### src/rtl/game_pkg.sv
// Shared types and default timing constants for the game flow controller.
package game_pkg;

    localparam int STATE_W                   = 3;
    localparam int DEFAULT_COUNTDOWN_SECONDS = 3;
    localparam int DEFAULT_GAME_SECONDS      = 180;

    typedef enum logic [STATE_W-1:0] {
        IDLE      = 3'd0,
        COUNTDOWN = 3'd1,
        RUN       = 3'd2,
        PAUSE     = 3'd3,
        GAMEOVER  = 3'd4
    } state_t;

endpackage

### src/rtl/button_edge.sv
// Two-flop synchroniser for a raw button followed by a one-cycle rising-edge pulse.
module button_edge (
    input  logic clk,
    input  logic rst_n,
    input  logic raw,
    output logic pulse
);

    logic [1:0] sync;
    logic       prev;

    // NOTE: sequential state uses non-blocking assignments so every flop samples pre-edge values.
    always_ff @(posedge clk or negedge rst_n) begin
        if (!rst_n) begin
            sync <= 2'b00;
            prev <= 1'b0;
        end else begin
            sync <= {sync[0], raw};
            prev <= sync[1];
        end
    end

    assign pulse = sync[1] && !prev;

endmodule

### src/rtl/game_flow_controller.sv
// Game sequencer: start countdown, run/pause, end-of-game detection and
// one-grant-per-second arbitration of player abilities.
module game_flow_controller
    import game_pkg::*;
#(
    parameter int COUNTDOWN_SECONDS = DEFAULT_COUNTDOWN_SECONDS,
    parameter int GAME_SECONDS      = DEFAULT_GAME_SECONDS
) (
    input  logic               CLOCK_50,
    input  logic               resetN,
    input  logic               tick_1s,
    input  logic               start_btn,
    input  logic               pause_btn,
    input  logic               player_caught,
    input  logic               req_blackout,
    input  logic               req_build,
    output logic               master_enable,
    output logic               grant_blackout,
    output logic               grant_build,
    output logic [STATE_W-1:0] state,
    output logic [3:0]         countdown,
    output logic [7:0]         time_left,
    output logic               game_over,
    output logic               win
);

    localparam logic [3:0] CD_INIT   = 4'(COUNTDOWN_SECONDS);
    localparam logic [7:0] TIME_INIT = 8'(GAME_SECONDS);

    state_t st;
    logic   start_edge, pause_edge;
    logic   pend_blackout, pend_build, window_open, last_blackout;

    button_edge u_start (
        .clk   (CLOCK_50),
        .rst_n (resetN),
        .raw   (start_btn),
        .pulse (start_edge)
    );

    button_edge u_pause (
        .clk   (CLOCK_50),
        .rst_n (resetN),
        .raw   (pause_btn),
        .pulse (pause_edge)
    );

    logic in_run, final_tick, stay_run, win_now, want_b, want_g, pick_b, pick_g;

    // A grant may only be issued in a RUN cycle that does not also leave RUN.
    always_comb begin
        in_run     = (st == RUN);
        final_tick = tick_1s && (time_left == 8'd1);
        stay_run   = in_run && !(player_caught || final_tick || pause_edge);
        win_now    = stay_run && (window_open || tick_1s);
        want_b     = pend_blackout || req_blackout;
        want_g     = pend_build || req_build;
        pick_b     = win_now && want_b && (!want_g || !last_blackout);
        pick_g     = win_now && want_g && !pick_b;
    end

    assign master_enable = in_run;
    assign game_over     = (st == GAMEOVER);
    assign state         = st;

    always_ff @(posedge CLOCK_50 or negedge resetN) begin
        if (!resetN) begin
            st             <= IDLE;
            countdown      <= CD_INIT;
            time_left      <= TIME_INIT;
            win            <= 1'b0;
            grant_blackout <= 1'b0;
            grant_build    <= 1'b0;
            pend_blackout  <= 1'b0;
            pend_build     <= 1'b0;
            window_open    <= 1'b0;
            last_blackout  <= 1'b0;
        end else begin
            grant_blackout <= pick_b;
            grant_build    <= pick_g;
            if (pick_b || pick_g) begin
                last_blackout <= pick_b;
            end
            pend_blackout <= stay_run && want_b && !pick_b;
            pend_build    <= stay_run && want_g && !pick_g;
            window_open   <= win_now && !(pick_b || pick_g);

            case (st)
                IDLE: begin
                    if (start_edge) begin
                        st        <= COUNTDOWN;
                        countdown <= CD_INIT;
                        time_left <= TIME_INIT;
                        win       <= 1'b0;
                    end
                end
                COUNTDOWN: begin
                    if (tick_1s) begin
                        if ((countdown == 4'd1) || (countdown == 4'd0)) begin
                            countdown <= 4'd0;
                            st        <= RUN;
                        end else begin
                            countdown <= countdown - 4'd1;
                        end
                    end
                end
                RUN: begin
                    if (player_caught) begin
                        st  <= GAMEOVER;
                        win <= 1'b0;
                    end else if (tick_1s) begin
                        time_left <= (time_left == 8'd0) ? 8'd0 : time_left - 8'd1;
                        if (final_tick) begin
                            st  <= GAMEOVER;
                            win <= 1'b1;
                        end else if (pause_edge) begin
                            st <= PAUSE;
                        end
                    end else if (pause_edge) begin
                        st <= PAUSE;
                    end
                end
                PAUSE: begin
                    if (pause_edge || start_edge) begin
                        st <= RUN;
                    end
                end
                GAMEOVER: begin
                    if (start_edge) begin
                        st        <= IDLE;
                        countdown <= CD_INIT;
                        time_left <= TIME_INIT;
                        win       <= 1'b0;
                    end
                end
                default: st <= IDLE;
            endcase
        end
    end

endmodule

### config.mk
export PLATFORM = sky130hd
export DESIGN_NAME = game_flow_controller
export DESIGN_NICKNAME = d
export VERILOG_FILES = /design/src/rtl/game_pkg.sv /design/src/rtl/button_edge.sv /design/src/rtl/game_flow_controller.sv
export SDC_FILE = /design/constraint.sdc
export NUM_CORES = 1
export LEC_CHECK = 0
export BUFFER_PORTS_ARGS = -buffer_cell sky130_fd_sc_hd__buf_4
export CAP_MARGIN = 20
export CORE_UTILIZATION = 58
export DETAILED_ROUTE_END_ITERATION = 10
export PLACE_DENSITY_LB_ADDON = 0.05
export SYNTH_ARGS = -nofsm -noshare
export SYNTH_HDL_FRONTEND = slang
export SYNTH_SLANG_ARGS = --single-unit
### constraint.sdc
create_clock -name CLOCK_50 -period 2.2 [get_ports CLOCK_50]
set_input_delay 0.44 -clock CLOCK_50 [delete_from_list [all_inputs] [get_ports CLOCK_50]]
set_output_delay 0.44 -clock CLOCK_50 [all_outputs]
set_load 0.01 [all_outputs]
# Yosys cells after proc, flatten, opt, wreduce, memory -nomap -nowiden
# Index checks and enable logic that the tools add are counted.
# word_totals
regBits	28
latchBits	0
mem_bits_rw	0
mem_bits_ro	0
inputBits	8
out_inout_bits	20
word_cells	97
mem_count	0
# op_classes
add_sub_neg	2
mul	0
div	0
order_cmp	0
n_eq_ne	16
n_shift	0
n_mux	24
bitwise	0
n_reduce_logical	41
# ops
op	n
$mux 8	4
$mux 3	9
$pmux 8 s2	1
$pmux 3 s5	1
$logic_and 1x1->1	14
$mux 4	3
$ne 2x2->1 const B	6
$logic_or 1x1->1	9
$eq 8x1->1 const B	1
$logic_not 1->1	8
$logic_not 8->1	1
$pmux 4 s2	1
$reduce_and 4->1	2
$sub 8x1->8 const B	1
$eq 3x2->1 const B	2
$reduce_and 5->1	1
$eq 4x1->1 const B	1
$logic_not 4->1	1
$mux 1	4
$ne 2x1->1 const B	2
$reduce_bool 2->1	2
$sub 4x1->4 const B	1
$eq 3x1->1 const B	1
$eq 3x3->1 const B	1
6 further kinds	6

# Depth between registers and ports, before layout
# Gate-level depths: netlist of the first run.
# depth
word_depth	14
depth_mapped	6
ltp_nobuf	6

# Cells and area by module
# Synthesis of the first run repeated with hierarchy kept, for this count alone.
# hier_totals
cells_unflattened	144
hier_area_um2	1440.1
# by_module_without_submodules
mod	n_inst	cells_each	area_each_um2	seq_area_each_um2
game_flow_controller	1	136	1262.5	558.0
button_edge	2	4	88.8	75.1

# Least setup slack after synthesis of the first run
# OpenSTA, ideal clock, no wires.
# synth_timing
path_type	register to register
start	reg st[1] (netlist: state[1])
end	reg win
setup_ns	0.079
t_arrival_ns	1.507
t_required_ns	2.121
setup_slack_ns	0.613
stages_incl_launch_ff	6
path_buffers	1
synth_period_minus_slack_ns	1.587
path_cell_list	dfrtp_1 -> buf_2 -> inv_1 -> nor3_1 -> nor2b_1 -> mux2i_1
# synth_between
elab_cells_between_ends	10
classes_between	eq/ne (5); mux (1); reduce/logical (4)
# synth_rtl
element	line_no	text
from (decl)	game_flow_controller.sv:30	state_t st;
from (signal assigned)	game_flow_controller.sv:68	st <= IDLE;
from (signal assigned)	game_flow_controller.sv:91	st <= COUNTDOWN;
from (signal assigned)	game_flow_controller.sv:101	st <= RUN;
$eq 3x2->1 (*)	-	
net master_enable	game_flow_controller.sv:17	output logic master_enable,
$ne 3x2->1 (no line) (tied with other cells)	-	
$reduce_and 4->1 (no line)	-	
to (signal assigned)	game_flow_controller.sv:71	win <= 1'b0;
to (signal assigned)	game_flow_controller.sv:94	win <= 1'b0;
to (signal assigned)	game_flow_controller.sv:110	win <= 1'b0;
to (decl)	game_flow_controller.sv:24	output logic win
# Mark *: on every way through the listed nets, which the timed path passes. The rest lies on a longest branch.
# A chain may end at the register's enable or synchronous reset.

# Final worst setup path of the first run
# layout_timing
start	reg st[1] (netlist: state[1])
end	out master_enable
# layout_between
elab_chain_len	1
# layout_rtl
element	line_no	text
$eq 3x2->1	game_flow_controller.sv:52	in_run = (st == RUN);
to (decl)	game_flow_controller.sv:17	
# Every way passes these cells.

==> metrics.txt, run 1 <==
# TYPE chip_impl_metric gauge
chip_impl_metric{name="post_synth_instance_area",unit="um2"} 1471
chip_impl_metric{name="synth_fp_nets",unit=""} 159
chip_impl_info{name="worst_hold_path_type",value="in -> reg"} 1
chip_impl_metric{name="power.leakage",unit="nW"} 0.7880
chip_impl_info{name="clk_root_buffer_cell",value="sky130_fd_sc_hd__clkbuf_4"} 1
chip_impl_info{name="critical_path_class",value="reg -> out"} 1
chip_impl_metric{name="crit_required",unit="ns"} 1.76
chip_impl_metric{name="die_h",unit="um"} 52.37
chip_impl_metric{name="worstSetupPathDepth",unit=""} 3
chip_impl_info{name="crit_path_start_kind",value="flop"} 1
chip_impl_info{name="ys_dominant_reg_cell",value="sky130_fd_sc_hd__dfrtp_1"} 1
chip_impl_metric{name="ff2ff_setup_slack",unit="ns"} 0.44
chip_impl_metric{name="synth_area_per_cell",unit="um2"} 10.15
chip_impl_metric{name="fin_worst_skew",unit="ns"} 0.006954
chip_impl_metric{name="syn_inst",unit=""} 145
chip_impl_metric{name="design.portCount",unit=""} 28
chip_impl_metric{name="synth_simple_gate_area_share",unit="%"} 21.09
chip_impl_metric{name="drt_initial_violations",unit=""} 42
chip_impl_metric{name="synth.mux.area_fraction",unit="%"} 0.6803
chip_impl_metric{name="whs_path_depth",unit=""} 1
chip_impl_metric{name="routed_wire_length_per_instance",unit="um"} 15.67
chip_impl_metric{name="postLayoutSetupSlackWorst",unit="ns"} 0.2446
chip_impl_metric{name="postRouteAntennaNets",unit=""} 0
chip_impl_metric{name="p_total",unit="W"} 0.001958
chip_impl_metric{name="cts_setup_buffers",unit=""} 0
chip_impl_metric{name="cp.arrival",unit="ns"} 1.52
chip_impl_metric{name="routed_wirelength",unit="um"} 3166
chip_impl_metric{name="final_cell_count_no_fill",unit=""} 202
chip_impl_info{name="crit-reg2reg-launch",value="time_left[6]"} 1
chip_impl_info{name="cp-end-kind",value="output port"} 1
chip_impl_metric{name="route.vias.total",unit=""} 1276
chip_impl_metric{name="tritoncts_buffer_count",unit=""} 3
chip_impl_metric{name="compound_gate_portion_of_the_synthesized_area",unit="%"} 20.75
chip_impl_info{name="dominant_combinational_cell_family_by_area_after_synthesis",value="simple AND/OR/NAND/NOR gates"} 1
chip_impl_metric{name="grt_use_total",unit="%"} 26.54
chip_impl_metric{name="post_synth_xor_area_fraction",unit="%"} 0
chip_impl_metric{name="drv_cap",unit=""} 0
chip_impl_metric{name="drc",unit=""} 0
chip_impl_metric{name="fmax",unit="GHz"} 0.5114
chip_impl_metric{name="setup-tns-final",unit="ns"} 0
chip_impl_metric{name="gp_congestion",unit=""} 0.8720
chip_impl_metric{name="start_util",unit="%"} 64.05
chip_impl_metric{name="vias_per_cell",unit=""} 6.317
chip_impl_metric{name="worst_r2r_path_depth",unit=""} 4
chip_impl_metric{name="synth-edff-count",unit=""} 0
chip_impl_metric{name="synth-adder-area-share",unit="%"} 5.102
chip_impl_metric{name="pre_cts_slack",unit="ns"} 0.4934
chip_impl_metric{name="dp_hpwl",unit="um"} 2286
chip_impl_metric{name="grt_max_degree",unit=""} 29
chip_impl_metric{name="dp_cells",unit=""} 197
chip_impl_metric{name="yosys_warnings",unit=""} 0
chip_impl_metric{name="maxSlewHeadroom",unit="%"} 64.03
chip_impl_metric{name="worstPathBufferInverterCount",unit=""} 2
chip_impl_info{name="capture_point_of_the_worst_reg_to_reg_path",value="win"} 1
chip_impl_metric{name="floorplan.die_area",unit="um2"} 2742
chip_impl_metric{name="timing.final.max_slew_violations",unit=""} 0
chip_impl_metric{name="synth.lib_cells_used.distinct",unit=""} 42
chip_impl_metric{name="globalRoute.totalOverflow",unit=""} 0
chip_impl_metric{name="antennaDiodeCount",unit=""} 0
chip_impl_metric{name="wire_length_of_the_first_global_routing_pass",unit="um"} 5257
chip_impl_metric{name="synth-seq-cells",unit=""} 28
chip_impl_metric{name="largest_stage_delay_on_the_critical_path",unit="ns"} 0.57
chip_impl_info{name="cts_tree",value="built"} 1
chip_impl_metric{name="ir_worst_vdd",unit="uV"} 843.9
chip_impl_metric{name="floorplan.core_area",unit="um2"} 2297
chip_impl_metric{name="power.density",unit="nW/um2"} 1118
chip_impl_metric{name="crit_path_max_fanout",unit=""} 9
chip_impl_metric{name="fin_crit_sh",unit="%"} 88.88
chip_impl_metric{name="h_tree_level_count",unit=""} 1
chip_impl_info{name="holdPathEnd",value="u_pause.sync[0]"} 1
chip_impl_metric{name="clkTransAtPathRegs",unit="ns"} 0.15
chip_impl_metric{name="clk_latency_worst_skew_pair",unit="ns"} 0.34
chip_impl_metric{name="die_w",unit="um"} 52.37
chip_impl_metric{name="drive_above_1_share",unit="%"} 26.44
chip_impl_metric{name="cts_buffer_depth",unit=""} 2
chip_impl_metric{name="cts.sinks",unit=""} 28
chip_impl_info{name="status",value="finished clean"} 1
chip_impl_metric{name="areaGrowthSynthToFinish",unit="%"} 19.05
chip_impl_info{name="cpMaxStageDelayCell",value="sky130_fd_sc_hd__dfrtp_1"} 1
chip_impl_metric{name="first_global_vias",unit=""} 1215
chip_impl_metric{name="async_flop_share",unit="%"} 100.0
chip_impl_info{name="crit_chain",value="inv_1 -> nor3_2 -> buf_4"} 1
chip_impl_metric{name="timing.final.setup_violations",unit=""} 0
chip_impl_info{name="rsz_0062_raised_after_global_routing",value="false"} 1
chip_impl_metric{name="seq_area_frac_synth",unit="%"} 48.13
chip_impl_metric{name="layout.filler_cells",unit=""} 172
chip_impl_metric{name="rows",unit=""} 17
chip_impl_metric{name="final_period_minus_worst_setup_slack",unit="ns"} 1.955
chip_impl_metric{name="drt_pass1_iterations",unit=""} 5
chip_impl_metric{name="dpl_cell_area",unit="um2"} 1684
chip_impl_metric{name="worst_slew_pin_slew",unit="ns"} 0.5346
chip_impl_metric{name="antenna_found_initial",unit=""} 0
chip_impl_info{name="timing.hold.worst.start",value="pause_btn"} 1
chip_impl_metric{name="hold_violations",unit=""} 0
chip_impl_metric{name="layout.cell_area.non_filler",unit="um2"} 1752
chip_impl_metric{name="io_buffer_count",unit=""} 27
chip_impl_info{name="timing.critical_path.max_delay_family",value="flip-flops"} 1
chip_impl_metric{name="finish.net_count",unit=""} 189
worst max-delay path by stage:
stage	to	from	slack, ns
final	master_enable	state[1]	0.24
after global routing	master_enable	state[1]	0.14
after CTS	master_enable	state[1]	0.14
after detailed placement	time_left[6]	time_left[6]	0.49
after global placement	master_enable	state[1]	0.52
after floorplan	win	state[1]	0.61
metal layers:
| metal | vias to the layer above | track usage (%) | part of all wire (%) |
|---|---|---|---|
| met5 | - | 0 | 0 |
| met1 | 613 | 33.33 | 42 |
| met2 | 66 | 42.83 | 49 |
| met4 | 0 | 12.28 | 1.1 |
| met3 | 5 | 6.377 | 7.7 |
| li1 | 592 | - | - |
repair_timing:
item,CTS,global route
gates resized for setup,0,1
hold buffers,1,0
hold endpoints to repair,22,0
endpoints found under the setup margin,0,1
stage by stage:
| stage | hold WS (ns) | util [%] |
|---|---|---|
| finish | 0.1919 | 76.25 |
| global route | 0.1670 | 76.25 |
| CTS | 0.1830 | 76.03 |
| detailed placement | 0.3434 | 73.31 |
| global placement | 0.3329 | 73.31 |
| floorplan | 0.1444 | - |
worst reg2reg max path, delay by kind of cell (launching register included):
kind	cells	cell delay (ns)
and+or+nand+nor	2	0.71
DFF	1	0.45
AOI/OAI and AO/OA	1	0.33
muxes	1	0.21
layout make-up:
type	instances	area, um2	area share, %
Sequential cell	28	708.2	40.43
Multi-Input combinational cell	105	705.7	40.29
Timing Repair Buffer	29	220.2	12.57
Tap cell	28	35.03	2.000
Clock inverter	1	30.03	1.714
Inverter	8	30.03	1.714
Clock buffer	3	22.52	1.286
logic make-up after synthesis:
kind of cell / Yosys count
AND/OR/NAND/NOR: 57
AO/OA/AOI/OAI: 41
flip-flops: 28
buffers and inverters: 12
adder cells (fa/ha/maj): 6
multiplexers: 1
sequential cells by signal, indices dropped and copies added, names as in the netlist:
name / flops
grant_blackout: 1
countdown: 4
last_blackout: 1
u_pause.prev: 1
state: 3
time_left: 8
win: 1
u_start.sync: 2
window_open: 1
pend_blackout: 1
grant_build: 1
pend_build: 1
u_start.prev: 1
u_pause.sync: 2
cells in the final DEF, fill, tap and decap left out, types with 2 or more instances in the layout:
| master | instances |
|---|---|
| sky130_fd_sc_hd__a211oi_1 | 2 |
| sky130_fd_sc_hd__a21oi_1 | 6 |
| sky130_fd_sc_hd__a2bb2oi_1 | 2 |
| sky130_fd_sc_hd__a31oi_1 | 5 |
| sky130_fd_sc_hd__a32o_1 | 2 |
| sky130_fd_sc_hd__a41oi_1 | 3 |
| sky130_fd_sc_hd__and2_1 | 3 |
| sky130_fd_sc_hd__buf_4 | 28 |
| sky130_fd_sc_hd__clkbuf_4 | 3 |
| sky130_fd_sc_hd__dfrtp_1 | 22 |
| sky130_fd_sc_hd__dfstp_2 | 6 |
| sky130_fd_sc_hd__ha_1 | 6 |
| sky130_fd_sc_hd__inv_1 | 8 |
| sky130_fd_sc_hd__nand2_1 | 11 |
| sky130_fd_sc_hd__nand2b_1 | 3 |
| sky130_fd_sc_hd__nand3_1 | 5 |
| sky130_fd_sc_hd__nand4_1 | 2 |
| sky130_fd_sc_hd__nor2_1 | 11 |
| sky130_fd_sc_hd__nor2b_1 | 4 |
| sky130_fd_sc_hd__nor3_1 | 7 |
| sky130_fd_sc_hd__nor4_1 | 2 |
| sky130_fd_sc_hd__o21a_1 | 2 |
| sky130_fd_sc_hd__o21ai_0 | 5 |
| sky130_fd_sc_hd__o21ai_1 | 2 |
| sky130_fd_sc_hd__o221ai_1 | 2 |
| sky130_fd_sc_hd__or2_2 | 3 |
power breakdown:
| part | switching (W) | leakage [nW] | internal [W] |
|---|---|---|---|
| registers | 0.000171 | 0.351 | 0.000636 |
| clock network | 0.000164 | 0.0279 | 0.000185 |
| logic | 0.000422 | 0.409 | 0.000380 |
| total | 0.000757 | 0.788 | 0.00120 |
cell usage after synthesis, types with 2 or more instances:
library cell | instances | area (um2)
sky130_fd_sc_hd__nor3_1 | 8 | 40.04
sky130_fd_sc_hd__dfrtp_1 | 22 | 550.5
sky130_fd_sc_hd__nor4_1 | 2 | 12.51
sky130_fd_sc_hd__nor2_1 | 11 | 41.29
sky130_fd_sc_hd__a2bb2oi_1 | 2 | 17.52
sky130_fd_sc_hd__nand2_1 | 11 | 41.29
sky130_fd_sc_hd__ha_1 | 6 | 75.07
sky130_fd_sc_hd__inv_1 | 8 | 30.03
sky130_fd_sc_hd__nor2b_1 | 4 | 25.02
sky130_fd_sc_hd__o21a_1 | 2 | 15.01
sky130_fd_sc_hd__o21ai_1 | 2 | 10.01
sky130_fd_sc_hd__o221ai_1 | 2 | 17.52
sky130_fd_sc_hd__buf_2 | 2 | 10.01
sky130_fd_sc_hd__a41oi_1 | 3 | 26.28
sky130_fd_sc_hd__nand2b_1 | 3 | 18.77
sky130_fd_sc_hd__a211oi_1 | 2 | 15.01
sky130_fd_sc_hd__and2_1 | 3 | 18.77
sky130_fd_sc_hd__a31oi_1 | 5 | 31.28
sky130_fd_sc_hd__a21oi_1 | 6 | 30.03
sky130_fd_sc_hd__nand4_1 | 2 | 12.51
sky130_fd_sc_hd__or2_2 | 3 | 18.77
sky130_fd_sc_hd__o21ai_0 | 5 | 25.02
sky130_fd_sc_hd__a32o_1 | 2 | 20.02
sky130_fd_sc_hd__dfstp_2 | 6 | 157.7
sky130_fd_sc_hd__buf_6 | 2 | 22.52
sky130_fd_sc_hd__nand3_1 | 5 | 25.02
No activity file was read; power rests on OpenSTA's default activity.
==> run 2: changes to the inputs <==
Settings changed: BUFFER_PORTS_ARGS -buffer_cell sky130_fd_sc_hd__buf_4 to -buffer_cell sky130_fd_sc_hd__buf_2.
==> run 2 against run 1 <==
Fmax is 0.97% lower. Sequential share of layout area increased by 1.9 points. Wire length is 0.22% higher. Sequential cell count unchanged. Non-clock buffer count decreased by 1. Register-to-register slack hardly changed. Total power fell by 2.7%. Critical path type unchanged. Worst hold slack got worse by 0.10 ns. Count of clock-buffer cells in the layout stayed put. Die area stayed put. Clock power down 3%.
==> metrics.txt, run 2 (synthesis gave the netlist of run 1 again) <==
# TYPE chip_impl_metric gauge
chip_impl_info{name="status",value="finished clean"} 1
chip_impl_metric{name="vias_per_cell",unit=""} 6.279
chip_impl_metric{name="route.vias.total",unit=""} 1262
chip_impl_info{name="clk_root_buffer_cell",value="sky130_fd_sc_hd__clkbuf_4"} 1
chip_impl_metric{name="fmax",unit="GHz"} 0.5065
chip_impl_info{name="rsz_0062_raised_after_global_routing",value="false"} 1
chip_impl_metric{name="drc",unit=""} 0
chip_impl_metric{name="drt_pass1_iterations",unit=""} 4
chip_impl_metric{name="largest_stage_delay_on_the_critical_path",unit="ns"} 0.56
chip_impl_metric{name="flip_flop_count_of_the_largest_register_after_layout",unit=""} 8
chip_impl_metric{name="hold_violations",unit=""} 0
chip_impl_metric{name="power.density",unit="nW/um2"} 1138
chip_impl_metric{name="fin_worst_skew",unit="ns"} 0.003173
chip_impl_metric{name="cp.arrival",unit="ns"} 1.53
chip_impl_metric{name="die_w",unit="um"} 52.37
chip_impl_metric{name="crit_required",unit="ns"} 1.76
chip_impl_metric{name="wire_length_of_the_first_global_routing_pass",unit="um"} 5478
chip_impl_metric{name="drive_above_1_share",unit="%"} 26.59
chip_impl_metric{name="p_sw",unit="W"} 0.0007562
chip_impl_metric{name="netSwitchingFraction",unit="%"} 39.71
chip_impl_metric{name="power_frac_comb",unit="%"} 39.7
chip_impl_metric{name="finish.net_count",unit=""} 188
chip_impl_info{name="commonest_non_fill_non_tap_cell_in_the_layout",value="sky130_fd_sc_hd__buf_2"} 1
chip_impl_metric{name="grt_use_total",unit="%"} 27.25
chip_impl_metric{name="antennaDiodeCount",unit=""} 0
chip_impl_metric{name="cts_setup_buffers",unit=""} 0
chip_impl_metric{name="io_buffer_count",unit=""} 27
chip_impl_metric{name="clkTransAtPathRegs",unit="ns"} 0.15
chip_impl_metric{name="postRouteAntennaNets",unit=""} 0
chip_impl_info{name="worst_hold_path_type",value="in -> async"} 1
chip_impl_metric{name="first_global_vias",unit=""} 1227
chip_impl_metric{name="clockPowerShare",unit="%"} 17.8
chip_impl_metric{name="globalRoute.totalOverflow",unit=""} 0
chip_impl_metric{name="cts_hold_repair.buffers",unit=""} 0
chip_impl_metric{name="cts_buffer_depth",unit=""} 2
chip_impl_metric{name="clk_latency_worst_skew_pair",unit="ns"} 0.33
chip_impl_info{name="cpMaxStageDelayCell",value="sky130_fd_sc_hd__dfrtp_1"} 1
chip_impl_metric{name="worst_slew_pin_slew",unit="ns"} 0.6077
chip_impl_metric{name="timing.final.max_slew_violations",unit=""} 0
chip_impl_info{name="cp-end-kind",value="output port"} 1
chip_impl_metric{name="h_tree_level_count",unit=""} 1
chip_impl_metric{name="cts.sinks",unit=""} 28
chip_impl_metric{name="drt_initial_violations",unit=""} 32
chip_impl_info{name="crit_chain",value="inv_1 -> nor3_2 -> buf_2"} 1
chip_impl_metric{name="die_h",unit="um"} 52.37
chip_impl_metric{name="design.portCount",unit=""} 28
chip_impl_metric{name="dpl_cell_area",unit="um2"} 1617
chip_impl_metric{name="power.leakage",unit="nW"} 0.7675
chip_impl_metric{name="start_util",unit="%"} 64.05
chip_impl_metric{name="fin_crit_sh",unit="%"} 89.75
chip_impl_info{name="crit_path_start_kind",value="flop"} 1
chip_impl_metric{name="layout.cell_area.non_filler",unit="um2"} 1674
chip_impl_metric{name="p_int",unit="W"} 0.001148
chip_impl_info{name="layout_common_cells",value="27 x sky130_fd_sc_hd__buf_2, 22 x sky130_fd_sc_hd__dfrtp_1, 11 x sky130_fd_sc_hd__nor2_1, 11 x sky130_fd_sc_hd__nand2_1, 8 x sky130_fd_sc_hd__inv_1"} 1
chip_impl_metric{name="floorplan.core_area",unit="um2"} 2297
chip_impl_metric{name="seq_power_share",unit="%"} 42.5
chip_impl_metric{name="final_period_minus_worst_setup_slack",unit="ns"} 1.975
chip_impl_metric{name="gp_congestion",unit=""} 0.8839
chip_impl_metric{name="setup-tns-final",unit="ns"} 0
chip_impl_metric{name="crit_path_max_fanout",unit=""} 9
chip_impl_info{name="critical_path_class",value="reg -> out"} 1
chip_impl_metric{name="grt_max_degree",unit=""} 29
chip_impl_metric{name="areaGrowthSynthToFinish",unit="%"} 13.78
chip_impl_metric{name="routed_wire_length_per_instance",unit="um"} 15.79
chip_impl_metric{name="maxSlewHeadroom",unit="%"} 59.48
chip_impl_metric{name="tritoncts_buffer_count",unit=""} 3
chip_impl_metric{name="ir_worst_vdd",unit="uV"} 1015
chip_impl_metric{name="cts_resized",unit=""} 0
chip_impl_metric{name="routed_wirelength",unit="um"} 3173
chip_impl_metric{name="rows",unit=""} 17
chip_impl_info{name="largest_register",value="time_left"} 1
chip_impl_metric{name="drv_cap",unit=""} 0
chip_impl_metric{name="antenna_found_initial",unit=""} 0
chip_impl_metric{name="fin_hold_ws",unit="ns"} 0.08887
chip_impl_metric{name="timing.final.setup_violations",unit=""} 0
chip_impl_info{name="cts_tree",value="built"} 1
chip_impl_metric{name="floorplan.die_area",unit="um2"} 2742
chip_impl_metric{name="dp_hpwl",unit="um"} 2348
==> run 2: cell count changes in the layout (fill, tap and decap cells not counted), sizes merged <==
cell / previous run / this run
dlygate4sd3: 1 / 0
==> run 2: layout make-up <==
type	count	area, um2
sequential	28	708.2
multi-input combinational	105	705.7
fill	166	623.1
timing repair buffer	28	142.6
tap	28	35.03
clock inverter	1	30.03
inverter	8	30.03
clock buffer	3	22.52
==> run 2: metal layers <==
layer / up-vias / global-route usage (%) / routed length (um)
li1: 593 / - / -
met1: 610 / 34.90 / 1376
met2: 55 / 46.62 / 1587
met3: 4 / 2.899 / 173
met4: 0 / 10.96 / 35
met5: - / 0 / 0
==> run 2: path summary, 6_finish.rpt <==
check                           startpoint               to  slack [ns]  depth (start not counted)
max                               state[1]    master_enable        0.23                          3
min                                 resetN     countdown[2]        0.09                          1
max reg2reg                   time_left[6]     time_left[6]        0.43                          4
min reg2reg                u_pause.sync[0]  u_pause.sync[1]        0.38                          0
max in group asynchronous           resetN       pend_build        1.72                          1
min in group CLOCK_50            start_btn  u_start.sync[0]        0.20                          1
==> run 2: power groups by stage <==
stage	sequential (W)	clock (W)	combinational, W
6_report	0.000809	0.000339	0.000757
5_1_grt	0.000827	0.000365	0.000849
4_1_cts	0.000802	0.000346	0.000755
3_5_place_dp	0.000810	0	0.000751
3_3_place_gp	0.000801	0	0.000721
2_1_floorplan	0.000789	0	0.000524
==> run 2: per-stage QoR <==
stage          util [%]  instances  worst slack [ns]  total power [W]
2_1_floorplan         -        145            0.6132         0.001313
3_3_place_gp      70.37        197            0.5391         0.001522
3_5_place_dp      70.37        197            0.5147         0.001561
4_1_cts           72.66        201           0.09184         0.001902
5_1_grt           72.88        201            0.1277         0.002041
6_report          72.88        201            0.2255         0.001905
==> run 2: critical path, delay by kind of cell, from the launching register on <==
kind | cells | cell delay (ns)
flip-flops | 1 | 0.56
buffers and inverters | 2 | 0.34
AND/OR/NAND/NOR | 1 | 0.29
